## config.mk

```make
export PLATFORM = sky130hd
export DESIGN_NAME = pipeline_hazard_ctrl
export DESIGN_NICKNAME = d
export VERILOG_FILES = /design/src/rtl/pipeline_hazard_ctrl_pkg.sv /design/src/rtl/pipeline_hazard_ctrl_hazard_detect.sv /design/src/rtl/pipeline_hazard_ctrl.sv
export SDC_FILE = /design/constraint.sdc
export NUM_CORES = 1
export LEC_CHECK = 0
export BUFFER_PORTS_ARGS = -buffer_cell sky130_fd_sc_hd__buf_2
export CORE_MARGIN = 2
export CORE_UTILIZATION = 40
export CTS_BUF_LIST = sky130_fd_sc_hd__clkbuf_16
export CTS_CLUSTER_SIZE = 28
export DETAILED_ROUTE_END_ITERATION = 10
export PLACE_DENSITY = 0.76
export SKIP_LAST_GASP = 1
export SYNTH_ARGS = -nofsm -noshare
export SYNTH_HDL_FRONTEND = slang
export SYNTH_HIERARCHICAL = 1
export SYNTH_SLANG_ARGS = --single-unit
```

## constraint.sdc

```tcl
create_clock -name clock -period 1.9 [get_ports clock]
set_input_delay 0.095 -clock clock [delete_from_list [all_inputs] [get_ports clock]]
set_output_delay 0.095 -clock clock [all_outputs]
set_load 0.03 [all_outputs]
```

## src/rtl/pipeline_hazard_ctrl_pkg.sv

```systemverilog
// Shared types, state encodings and default parameters for the pipeline hazard controller.
package pipeline_hazard_ctrl_pkg;

    localparam int unsigned REG_W_DEF       = 5;
    localparam int unsigned FILL_CYCLES_DEF = 4;
    localparam int unsigned MEM_TIMEOUT_DEF = 8;
    localparam int unsigned CNT_W_DEF       = 16;

    typedef enum logic [1:0] {
        ST_FILL     = 2'd0,
        ST_RUN      = 2'd1,
        ST_MEM_WAIT = 2'd2,
        ST_ERROR    = 2'd3
    } state_e;

    // Stage control bundle driven onto the datapath each cycle.
    typedef struct packed {
        logic pc_write;
        logic if_id_write;
        logic id_ex_write;
        logic ex_mem_write;
        logic id_ex_bubble;
        logic if_id_flush;
        logic id_ex_flush;
        logic ex_mem_flush;
        logic mem_wb_bubble;
        logic pipe_ready;
    } ctrl_t;

    localparam ctrl_t CTRL_RUN = '{
        pc_write: 1'b1, if_id_write: 1'b1, id_ex_write: 1'b1, ex_mem_write: 1'b1,
        id_ex_bubble: 1'b0, if_id_flush: 1'b0, id_ex_flush: 1'b0, ex_mem_flush: 1'b0,
        mem_wb_bubble: 1'b0, pipe_ready: 1'b1};

    localparam ctrl_t CTRL_FILL = '{
        pc_write: 1'b0, if_id_write: 1'b1, id_ex_write: 1'b1, ex_mem_write: 1'b1,
        id_ex_bubble: 1'b0, if_id_flush: 1'b1, id_ex_flush: 1'b1, ex_mem_flush: 1'b1,
        mem_wb_bubble: 1'b1, pipe_ready: 1'b0};

    localparam ctrl_t CTRL_FREEZE = '{
        pc_write: 1'b0, if_id_write: 1'b0, id_ex_write: 1'b0, ex_mem_write: 1'b0,
        id_ex_bubble: 1'b0, if_id_flush: 1'b0, id_ex_flush: 1'b0, ex_mem_flush: 1'b0,
        mem_wb_bubble: 1'b1, pipe_ready: 1'b1};

    localparam ctrl_t CTRL_ERROR = '{
        pc_write: 1'b0, if_id_write: 1'b0, id_ex_write: 1'b0, ex_mem_write: 1'b0,
        id_ex_bubble: 1'b0, if_id_flush: 1'b0, id_ex_flush: 1'b0, ex_mem_flush: 1'b0,
        mem_wb_bubble: 1'b1, pipe_ready: 1'b0};

    // Normal-flow decode; a taken branch outranks the load-use stall since it kills ID anyway.
    function automatic ctrl_t run_decode(input logic branch, input logic hz);
        ctrl_t c;
        c = CTRL_RUN;
        if (branch) begin
            c.if_id_flush  = 1'b1;
            c.id_ex_flush  = 1'b1;
            c.ex_mem_flush = 1'b1;
        end else if (hz) begin
            c.pc_write     = 1'b0;
            c.if_id_write  = 1'b0;
            c.id_ex_bubble = 1'b1;
        end
        return c;
    endfunction

endpackage

```

## src/rtl/pipeline_hazard_ctrl_hazard_detect.sv

```systemverilog
// Load-use hazard detection between the load in EX and the instruction in ID.
module hazard_detect
    import pipeline_hazard_ctrl_pkg::*;
#(
    parameter int unsigned REG_W = REG_W_DEF
) (
    input  logic [REG_W-1:0] id_rs1,
    input  logic [REG_W-1:0] id_rs2,
    input  logic             id_uses_rs2,
    input  logic             ex_memread,
    input  logic [REG_W-1:0] ex_rd,
    output logic             hz
);

    assign hz = ex_memread && (ex_rd != '0)
             && ((ex_rd == id_rs1) || (id_uses_rs2 && (ex_rd == id_rs2)));

endmodule

```

## src/rtl/pipeline_hazard_ctrl.sv

```systemverilog
// Pipeline sequencing controller: post-reset fill, load-use stalls, branch flushes and memory wait/timeout.
module pipeline_hazard_ctrl
    import pipeline_hazard_ctrl_pkg::*;
#(
    parameter int unsigned REG_W       = REG_W_DEF,
    parameter int unsigned FILL_CYCLES = FILL_CYCLES_DEF,
    parameter int unsigned MEM_TIMEOUT = MEM_TIMEOUT_DEF,
    parameter int unsigned CNT_W       = CNT_W_DEF
) (
    input  logic             clock,
    input  logic             reset,
    input  logic [REG_W-1:0] id_rs1,
    input  logic [REG_W-1:0] id_rs2,
    input  logic             id_uses_rs2,
    input  logic             ex_memread,
    input  logic [REG_W-1:0] ex_rd,
    input  logic             ex_mem_pcsrc,
    input  logic             mem_req,
    input  logic             mem_ready,
    output logic             pc_write,
    output logic             if_id_write,
    output logic             id_ex_write,
    output logic             ex_mem_write,
    output logic             id_ex_bubble,
    output logic             if_id_flush,
    output logic             id_ex_flush,
    output logic             ex_mem_flush,
    output logic             mem_wb_bubble,
    output logic             pipe_ready,
    output logic             mem_error,
    output logic [CNT_W-1:0] stall_cycles,
    output logic [CNT_W-1:0] flush_count
);

    localparam int unsigned FILL_W = $clog2(FILL_CYCLES + 1);
    localparam int unsigned WAIT_W = $clog2(MEM_TIMEOUT + 1);

    state_e            state;
    state_e            state_nxt;
    logic [FILL_W-1:0] fill_cnt;
    logic [WAIT_W-1:0] wait_cnt;
    logic [WAIT_W-1:0] wait_cnt_nxt;
    logic              err_q;
    logic [CNT_W-1:0]  stall_q;
    logic [CNT_W-1:0]  flush_q;
    logic              hz;
    logic              flush_evt;
    logic              stall_evt;
    logic              timeout;
    ctrl_t             ctrl;

    hazard_detect #(.REG_W(REG_W)) u_hazard_detect (
        .id_rs1      (id_rs1),
        .id_rs2      (id_rs2),
        .id_uses_rs2 (id_uses_rs2),
        .ex_memread  (ex_memread),
        .ex_rd       (ex_rd),
        .hz          (hz)
    );

    // Next-state and Mealy output decode.
    always_comb begin
        state_nxt    = state;
        wait_cnt_nxt = wait_cnt;
        ctrl         = CTRL_RUN;
        flush_evt    = 1'b0;
        timeout      = 1'b0;
        unique case (state)
            ST_FILL: begin
                ctrl = CTRL_FILL;
                if (fill_cnt == FILL_W'(FILL_CYCLES - 1)) state_nxt = ST_RUN;
            end
            ST_RUN: begin
                if (mem_req && !mem_ready) begin
                    ctrl         = CTRL_FREEZE;
                    state_nxt    = ST_MEM_WAIT;
                    wait_cnt_nxt = WAIT_W'(1);
                end else begin
                    ctrl      = run_decode(ex_mem_pcsrc, hz);
                    flush_evt = ex_mem_pcsrc;
                end
            end
            ST_MEM_WAIT: begin
                if (mem_ready) begin
                    ctrl         = run_decode(ex_mem_pcsrc, hz);
                    flush_evt    = ex_mem_pcsrc;
                    state_nxt    = ST_RUN;
                    wait_cnt_nxt = '0;
                end else if (wait_cnt == WAIT_W'(MEM_TIMEOUT - 1)) begin
                    ctrl         = CTRL_FREEZE;
                    timeout      = 1'b1;
                    state_nxt    = ST_ERROR;
                    wait_cnt_nxt = WAIT_W'(MEM_TIMEOUT);
                end else begin
                    ctrl         = CTRL_FREEZE;
                    wait_cnt_nxt = wait_cnt + WAIT_W'(1);
                end
            end
            ST_ERROR: ctrl = CTRL_ERROR;
            default:  state_nxt = ST_FILL;
        endcase
    end

    assign stall_evt = ((state == ST_RUN) || (state == ST_MEM_WAIT)) && !ctrl.pc_write;

    // State, fill/wait counters, sticky error and saturating statistics.
    always_ff @(posedge clock or negedge reset) begin
        if (!reset) begin
            state    <= ST_FILL;
            fill_cnt <= '0;
            wait_cnt <= '0;
            err_q    <= 1'b0;
            stall_q  <= '0;
            flush_q  <= '0;
        end else begin
            state    <= state_nxt;
            wait_cnt <= wait_cnt_nxt;
            if (state == ST_FILL) fill_cnt <= fill_cnt + FILL_W'(1);
            if (timeout) err_q <= 1'b1;
            if (stall_evt && (stall_q != '1)) stall_q <= stall_q + CNT_W'(1);
            if (flush_evt && (flush_q != '1)) flush_q <= flush_q + CNT_W'(1);
        end
    end

    assign pc_write      = ctrl.pc_write;
    assign if_id_write   = ctrl.if_id_write;
    assign id_ex_write   = ctrl.id_ex_write;
    assign ex_mem_write  = ctrl.ex_mem_write;
    assign id_ex_bubble  = ctrl.id_ex_bubble;
    assign if_id_flush   = ctrl.if_id_flush;
    assign id_ex_flush   = ctrl.id_ex_flush;
    assign ex_mem_flush  = ctrl.ex_mem_flush;
    assign mem_wb_bubble = ctrl.mem_wb_bubble;
    assign pipe_ready    = ctrl.pipe_ready;
    assign mem_error     = err_q;
    assign stall_cycles  = stall_q;
    assign flush_count   = flush_q;

endmodule

```

==> out/results.ini, run 1 <==
[synth]
synth_edf_count = 0
synthSimpleGateAreaFrac_pct = 20.5
synthCells = 238
yosys_warnings = 6
synth_fa_ha_area_share_pct = 5.74
synth_seq_cells = 42
synth_fp_nets = 271
seq_area_frac_synth_pct = 43.8
synthArstFlopShare_pct = 100
synth_top_family_by_area = simple AND/OR/NAND/NOR gates
synth_xor_area_share_pct = 13.9
synth_mux_area_share_pct = 1.41
synth_compound_area_share_pct = 11.1
synthDistinctLibCells = 44
syn_avg_cell_area_um2 = 10.1
synth-main-ff-cell = dfrtp_1
syn_area_um2 = 2400

[placement]
gp_congestion = 0.782
pre_cts_ws_ns = -0.176
dpl.hpwl_um = 3930
portBuffers = 64
dpl_cell_area_um2 = 2910

[floorplanning]
initial_utilization_pct = 41.0
ios = 65
die_w_um = 81.4
num_rows = 28
die_area_um2 = 6630
dieHeight_um = 81.4
core-area_um2 = 5850

[timing]
min_period_over_period_pct = 97.8
timing.fmax_mhz = 538
finClkSkew_ns = 0.00895
hold_viol_final = 0
rsz0062_at_grt = true
worst_pin_slew_ns = 0.492
maxSlewHeadroom_pct = 67.2
setup_viol = 0
period_needed_ns = 1.86
setup_slack_ns = 0.0416
drv_slew = 0
finalSetupTns_ns = 0

[critical_path]
path_max_fanout = 5
required_ns = 1.80
worst_ep_arrival_time_ns = 1.76
end_kind = primary output
r2r-start = state[1]
reg2reg_depth = 7
start_kind = flop
rr_endpoint = stall_cycles[1]
setup.worst_path.start = state[1]
critical_path_class = flop to primary output
reg2reg_slack_ns = 0.05

[detailed_routing]
drt_wl_total_um = 5380
via_per_inst = 5.13
drt_iter0_markers = 75
remaining_drc_errors = 0
route.vias.total = 2051
drt_pass1_iterations = 4
final_antenna_net_count = 0
wire_per_inst_um = 13.5

[power]
power.leakage_nw = 1.55
ir_drop_uv = 945
cellInternalPower_mw = 2.70
p_switching_mw = 1.86
p_per_area_nw_per_um2 = 1430
total_power_mw = 4.56
swShare_pct = 40.7
combPwrFrac_pct = 51.1
clock_power_share_pct = 20.9
p_seq_share_pct = 28.0

[global_routing]
use_met2_pct = 29.2
grt_max_degree = 40
grt-ovfl-total = 0
track_usage_pct = 16.9
antenna_found_initial = 0
met1_usage_pct = 20.6
grt_most_used_layer = met2
grt_pass1_vias = 1902
grt_pass1_wl_um = 8620
met3_usage_pct = 3.85

[worst_hold_path]
hp-start = mem_ready
min_path_cells = 2
hold_class = primary input to flop
hold_end = wait_cnt[0]

[clock_network]
clock-sinks = 42
cts.clk_slew.worst_paths_ns = 0.06
cts_tree = built
cts_buffer_depth = 2
cts_buffers = 5
htree_num_levels = 2
cts_root_buf = clkbuf_16
worstSkewPairLatency_ns = 0.28

[cells_and_area]
layout_commonest_cell = buf_2
layout.nets = 357
drive_gt1_share_pct = 36.3
post-route-cell-area_um2 = 3190
syn_to_final_growth_pct = 33.2
antenna-diode-count = 0
layout_common_cells = 57 x buf_2, 39 x dfrtp_1, 25 x xnor2_1, 23 x buf_4, 20 x nand2_1

[flow_run]
maxCapViolations = 0

[status]
status = completed

-- through the flow --
step	util, %	std cells	hold WS, ns
after floorplan	-	238	-0.201
after global placement	49.7	386	-0.0986
after detailed placement	49.7	386	-0.0973
after CTS	53.6	398	0.108
after global routing	54.6	400	0.144
final	54.6	400	0.112
-- power by group through the flow --
stage          combinational (mW)  clock [mW]  sequential, mW
2_1_floorplan                1.29           0            1.47
3_3_place_gp                 2.06           0            1.27
3_5_place_dp                 2.10           0            1.28
4_1_cts                      2.26       0.977            1.27
5_1_grt                      2.53        1.01            1.30
6_report                     2.33       0.953            1.27
-- per-layer routing --
metal  part of all wire (%)  wire, um
met1                     42      2260
met3                    6.9       373
met5                      0         0
met4                    1.3        70
met2                     50      2680
-- worst max path at each step --
stage	endpoint	slack, ns	cells past startpoint
6_report	pc_write	0.04	6
3_5_place_dp	stall_cycles[1]	-0.18	9
3_3_place_gp	stall_cycles[1]	-0.15	9
2_1_floorplan	stall_cycles[12]	-0.02	8
5_1_grt	stall_cycles[1]	-0.03	7
4_1_cts	if_id_flush	-0.00003	7
-- critical path: stages (launching register included) --
cell	delay, ns
dfrtp_2	0.44
inv_4	0.09
ha_4	0.17
nand2b_4	0.10
a221oi_4	0.33
buf_4	0.19
buf_4	0.16
-- logic make-up (layout without fill, tap and decap cells) --
| kind of cell | Yosys count | in the layout |
|---|---|---|
| flip-flops | 42 | 42 |
| multiplexers | 3 | 3 |
| AND/OR/NAND/NOR | 90 | 90 |
| buffers and inverters | 17 | 104 |
| adder cells (fa/ha/maj) | 11 | 11 |
| XOR/XNOR | 38 | 38 |
| AO/OA/AOI/OAI | 37 | 37 |
-- final cells by class --
cell class | count | area (um2)
Fill cell | 520 | 2660
Multi-Input combinational cell | 179 | 1310
Sequential cell | 42 | 1050
Timing Repair Buffer | 86 | 533
Clock buffer | 5 | 125
Tap cell | 75 | 93.8
Clock inverter | 3 | 40.0
Inverter | 10 | 40.0
-- Yosys cell counts (all sizes together) (2+ instances only) --
| master | count | area share (%) |
|---|---|---|
| or2 | 2 | 0.52 |
| a21o | 4 | 1.3 |
| nor3 | 2 | 0.42 |
| and3 | 8 | 2.3 |
| xnor2 | 25 | 9.1 |
| nand2 | 21 | 3.3 |
| a21oi | 9 | 1.9 |
| o21a | 2 | 0.63 |
| nor2b | 2 | 0.52 |
| o21ai | 12 | 3.0 |
| xor2 | 13 | 4.7 |
| dfrtp | 42 | 44 |
| inv | 10 | 1.6 |
| a211oi | 2 | 1.1 |
| a31oi | 3 | 0.78 |
| and4 | 3 | 1.2 |
| nand4 | 15 | 3.9 |
| o211ai | 2 | 0.63 |
| mux2 | 3 | 1.4 |
| buf | 6 | 1.8 |
| nor3b | 2 | 0.63 |
| nand2b | 3 | 0.89 |
| ha | 11 | 5.7 |
| nand3 | 9 | 1.9 |
| nor2 | 17 | 2.7 |
-- sequential cells by signal, indices dropped and copies added (netlist names) --
signal / count
fill_cnt: 3
wait_cnt: 4
flush_count: 16
state: 2
mem_error: 1
stall_cycles: 16
-- timing repair --
| action | CTS | global route |
|---|---|---|
| endpoints found under the setup margin | 15 | 30 |
| endpoints found under the hold margin | 42 | 0 |
| pin swaps | 3 | 3 |
| cloned | 0 | 0 |
| hold buffers | 1 | 0 |
| resized for setup | 8 | 15 |
| buffers inserted | 3 | 2 |
(Power assumes the default switching activity.)
==> run 2: changes to the inputs <==
==> constraint.sdc (replaced) <==
create_clock -name clock -period 1.9 [get_ports clock]
set_input_delay 0.095 -clock clock [delete_from_list [all_inputs] [get_ports clock]]
set_output_delay 0.095 -clock clock [all_outputs]
set_load 0.01 [all_outputs]
==> out/results.ini, run 2 (same netlist as run 1, synthesis figures left out) <==
[clock_network]
htree_num_levels = 2
cts_root_buf = clkbuf_16
cts_tree = built
clock-sinks = 42
cts_buffer_depth = 2
worstSkewPairLatency_ns = 0.28
cts.clk_slew.worst_paths_ns = 0.06
cts_buffers = 5

[floorplanning]
die_w_um = 81.4
num_rows = 28
die_area_um2 = 6630
dieHeight_um = 81.4
initial_utilization_pct = 41.0
ios = 65
core-area_um2 = 5850

[detailed_routing]
final_antenna_net_count = 0
via_per_inst = 5.16
drt_iter0_markers = 117
wire_per_inst_um = 13.4
drt_pass1_iterations = 4
remaining_drc_errors = 0
route.vias.total = 2126
drt_wl_total_um = 5520

[cells_and_area]
layout_common_cells = 62 x buf_2, 42 x dfrtp_1, 28 x buf_4, 25 x xnor2_1, 20 x nand2_1
syn_to_final_growth_pct = 35.9
final_core_util_pct = 55.7
layout.nets = 369
antenna-diode-count = 0
drive_gt1_share_pct = 37.7
layout_commonest_cell = buf_2
fillCellCount = 502

[power]
ir_drop_uv = 888
p_per_area_nw_per_um2 = 1280
power.leakage_nw = 1.59
total_power_mw = 4.18

[placement]
gp_congestion = 0.872
dpl.hpwl_um = 3990
portBuffers = 64

[global_routing]
grt_pass1_wl_um = 8780
antenna_found_initial = 0
grt-ovfl-total = 0
grt_max_degree = 43
track_usage_pct = 17.0
grt_pass1_vias = 2041

[timing]
finalSetupTns_ns = -0.0988
worst_pin_slew_ns = 0.350
maxSlewHeadroom_pct = 76.4
hold_viol_final = 0
setup_viol = 6
drv_slew = 0
setup_slack_ns = -0.0313
rsz0062_at_grt = true
period_needed_ns = 1.93
whs_ns = 0.122
min_period_over_period_pct = 102
finClkSkew_ns = 0.00602
timing.fmax_mhz = 518

[critical_path]
slowest_stage = dfrtp_1
required_ns = 2.07
reg2reg_slack_ns = -0.03
path_cells = buf_6 > ha_4 > o21ai_4 > buf_6 > a221oi_4 > a211oi_4 > buf_4 > nand4_1 > xnor2_1
r2r-start = state[0]
worst_ep_arrival_time_ns = 2.10
start_kind = flop
cp_slowest_stage_delay_ns = 0.41
path_common_cell = buf_6
rr_endpoint = stall_cycles[5]
reg2reg_depth = 9
end_kind = flop
path_max_fanout = 4
critical_path_class = flop to flop

[flow_run]
maxCapViolations = 0

[worst_hold_path]
min_path_cells = 2
hold_end = wait_cnt[0]
hold_class = primary input to flop
hp-start = mem_ready

[status]
status = complete, but fails checks
violations = negative setup slack

## run 2: how the worst max path moves through the flow
stage                   from  slack, ns  cells after the start                to
detailed placement  ex_rd[3]      -0.18                     10  stall_cycles[11]
global placement    ex_rd[1]      -0.14                      9  stall_cycles[12]
floorplan           state[0]       0.02                      9   stall_cycles[6]
global route        state[0]      -0.12                      9   stall_cycles[5]
CTS                 state[0]      -0.06                      9   stall_cycles[6]
finish              state[0]      -0.03                      9   stall_cycles[5]
## run 2: stage by stage
stage | cells | worst slack, ns | cell area [um2]
CTS | 410 | -0.0613 | 3200
global placement | 395 | -0.135 | 2960
global route | 412 | -0.115 | 3260
floorplan | 238 | 0.0198 | 2400
finish | 412 | -0.0313 | 3260
detailed placement | 395 | -0.178 | 2960
## run 2: cell type report
cell class / count / area, um2 / share of cell area (%)
multi-input cells: 179 / 1320 / 40.4
flip-flops and latches: 42 / 1050 / 32.3
repair buffers: 98 / 618 / 19.0
clock buffers: 5 / 125 / 3.84
well taps: 75 / 93.8 / 2.88
inverters: 10 / 37.5 / 1.15
clock inverters: 3 / 16.3 / 0.499
## run 2: metal layers
layer / wire length [um] / part of all wire [%] / vias up / track usage [%]
li1: - / - / 1029 / -
met1: 2310 / 42 / 1022 / 19.2
met2: 2780 / 50 / 64 / 31.5
met3: 323 / 5.9 / 11 / 3.30
met4: 102 / 1.8 / 0 / 6.27
met5: 0 / 0 / - / 0
## run 2: power by group
part	internal (mW)	switching, mW	total (mW)
Clock	0.479	0.338	0.817
Sequential	1.08	0.179	1.26
Combinational	1.09	1.02	2.11
## run 2: timing repair
item,in CTS,in global routing
resized for setup,9,10
hold endpoints to repair,42,0
setup endpoints to repair,23,34
buffers inserted,6,2
pin swaps,10,12
hold buffers,1,0
## run 2: worst max-delay path: cells and delay by family, from the launching register on
kind                     cells  cell delay, ns
adder cells (fa/ha/maj)      1            0.17
flip-flops                   1            0.41
AND/OR/NAND/NOR              1            0.11
XOR/XNOR                     1            0.14
AO/OA/AOI/OAI                3            0.55
buffers and inverters        3            0.44
==> run 3: changes to the inputs <==
--- a/config.mk
+++ b/config.mk
@@ -5,13 +5,14 @@
 export SDC_FILE = /design/constraint.sdc
 export NUM_CORES = 1
 export LEC_CHECK = 0
+export ABC_AREA = 1
 export BUFFER_PORTS_ARGS = -buffer_cell sky130_fd_sc_hd__buf_2
 export CORE_MARGIN = 2
 export CORE_UTILIZATION = 40
 export CTS_BUF_LIST = sky130_fd_sc_hd__clkbuf_16
 export CTS_CLUSTER_SIZE = 28
 export DETAILED_ROUTE_END_ITERATION = 10
-export PLACE_DENSITY = 0.76
+export PLACE_DENSITY = 0.74
 export SKIP_LAST_GASP = 1
 export SYNTH_ARGS = -nofsm -noshare
 export SYNTH_HDL_FRONTEND = slang
==> out/results.ini, run 3 <==
[cells_and_area]
drive_gt1_share_pct = 21.9
multi_input_area_um2 = 1640
syn_to_final_growth_pct = 24.1
fillCellCount = 696
layout_common_cells = 190 x nand2_1, 64 x buf_2, 47 x nor2_1, 42 x inv_1, 42 x dfrtp_1
antenna-diode-count = 0
regArea_um2 = 1050
layout_commonest_cell = nand2_1
layout.nets = 549

[floorplanning]
core-area_um2 = 7180
ios = 65
num_rows = 31
dieHeight_um = 89.6
die_area_um2 = 8020
initial_utilization_pct = 40.8
die_w_um = 89.6

[critical_path]
crit_path_end = id_ex_bubble
required_ns = 1.80
path_common_cell = inv_1
start_kind = flop
critPathBufInv = 4
reg2reg_depth = 8
path_depth = 8
r2r-start = state[0]
setup.worst_path.start = state[0]
rr_endpoint = flush_count[5]
end_kind = primary output
slowest_stage = dfrtp_1
critical_path_class = flop to primary output
reg2reg_slack_ns = 0.18
path_max_fanout = 5
cp_slowest_stage_delay_ns = 0.43
cpLargestDelayFamily = buffers and inverters
path_cells = inv_1 > ha_1 > nand2_1 > nand2_2 > buf_4 > inv_1 > nor4_1 > buf_2
worst_ep_arrival_time_ns = 1.68

[global_routing]
grt_max_degree = 43
antenna_found_initial = 0
track_usage_pct = 18.6
grt_pass1_wl_um = 11800
grt_pass1_vias = 2748
grt-ovfl-total = 0

[synth]
synth_seq_cells = 42
synthDistinctLibCells = 23
yosysTopAreaCell = dfrtp_1
synthCells = 439
synth_edf_count = 0
yosys_warnings = 6
syn_area_um2 = 2930
syn_avg_cell_area_um2 = 6.67
synth_area_leaders = dfrtp_1 36%, nand2_1 24%, nor2_1 6.0%, inv_1 5.5%, ha_1 4.7%
synth.top_cell.area_share_pct = 35.9
synth_top_cells_by_count = 190 x nand2_1, 47 x nor2_1, 43 x inv_1
seq_area_frac_synth_pct = 35.9
synthArstFlopShare_pct = 100
synth_fp_nets = 472
synth_most_common_cell = nand2_1
synth-main-ff-cell = dfrtp_1

[status]
status = completed

[placement]
pre_cts_ws_ns = -0.0728
portBuffers = 64
gp_congestion = 0.865
dpl.hpwl_um = 5010

[power]
ir_drop_uv = 734
power.leakage_nw = 1.93
p_per_area_nw_per_um2 = 1250

[detailed_routing]
wire_per_inst_um = 11.4
drt_wl_total_um = 7020
route.vias.total = 2952
drt_iter0_markers = 143
remaining_drc_errors = 0
final_antenna_net_count = 0
via_per_inst = 4.79
drt_pass1_iterations = 4

[timing]
hold_viol_final = 0
timing.fmax_mhz = 564
worst_pin_slew_ns = 0.528
maxSlewHeadroom_pct = 64.8
period_needed_ns = 1.77
setup_slack_ns = 0.126
whs_ns = 0.236
drv_slew = 0
min_period_over_period_pct = 93.4
rsz0062_at_grt = false
finClkSkew_ns = 0.00734
setup_viol = 0

[clock_network]
cts_root_buf = clkbuf_16
clock-sinks = 42
cts_buffers = 5
cts_buffer_depth = 2
htree_num_levels = 2
worstSkewPairLatency_ns = 0.29
cts.clk_slew.worst_paths_ns = 0.06
cts_tree = built

[worst_hold_path]
hold_class = primary input to flop

[flow_run]
maxCapViolations = 0

## run 3: timing repair
action | 4_1_cts | 5_1_grt
setup buffers | 0 | 3
gates cloned | 1 | 0
hold endpoints to repair | 42 | 0
hold buffers | 1 | 0
pin swaps | 1 | 2
endpoints found under the setup margin | 24 | 25
resized for setup | 2 | 2
## run 3: final cells by class
type | instances | share of cell area (%)
multi-input combinational | 341 | 45.2
timing repair buffer | 76 | 12.1
tap | 99 | 3.41
inverter | 50 | 5.17
sequential | 42 | 28.9
clock inverter | 3 | 1.76
clock buffer | 5 | 3.44
## run 3: report_power, final
part           leakage, nW  switching, mW  internal, mW
combinational         1.28           1.21         0.824
sequential           0.559          0.284          1.12
clock               0.0915          0.355         0.749
## run 3: per-stage QoR
stage / total power, mW / utilization (%) / instances / cell area, um2 / TNS (ns)
after floorplan: 2.72 / - / 439 / 2930 / 0
after global placement: 3.23 / 46.9 / 603 / 3370 / 0
after detailed placement: 3.29 / 46.9 / 603 / 3370 / -1.17
after CTS: 4.45 / 49.9 / 613 / 3580 / 0
after global routing: 4.91 / 50.6 / 616 / 3630 / 0
final: 4.55 / 50.6 / 616 / 3630 / 0
## run 3: worst min path at each step
stage	start	end	slack, ns	cells after the start
floorplan	reset	fill_cnt[0]	-0.20	0
CTS	mem_ready	wait_cnt[0]	0.23	4
detailed placement	reset	flush_count[13]	0.20	2
global route	mem_ready	wait_cnt[0]	0.25	4
finish	mem_ready	wait_cnt[0]	0.24	4
global placement	reset	flush_count[15]	0.19	2
## run 3: layer usage
metal | global-route usage, % | part of all wire, % | vias up
li1 | - | - | 1514
met1 | 22.9 | 44 | 1365
met2 | 32.7 | 50 | 65
met3 | 4.25 | 4.1 | 8
met4 | 5.16 | 1.1 | 0
met5 | 0 | 0 | -
## run 3: cell families (layout without fill, tap and decap cells)
family	Yosys count	count (layout)	share of synthesized area, %
AO/OA/AOI/OAI	28	28	6.03
adder cells (fa/ha/maj)	11	11	4.70
flip-flops	42	42	35.9
XOR/XNOR	14	14	4.19
buffers and inverters	57	134	8.59
AND/OR/NAND/NOR	287	288	40.6
## run 3: worst reg2reg max path, stage by stage, from the launching register on
cell	delay (ns)
dfrtp_1	0.43
inv_1	0.12
ha_1	0.19
nand2_1	0.07
nand2_2	0.07
nand3_1	0.18
nor2_4	0.42
nand2_1	0.10
nand2_1	0.08
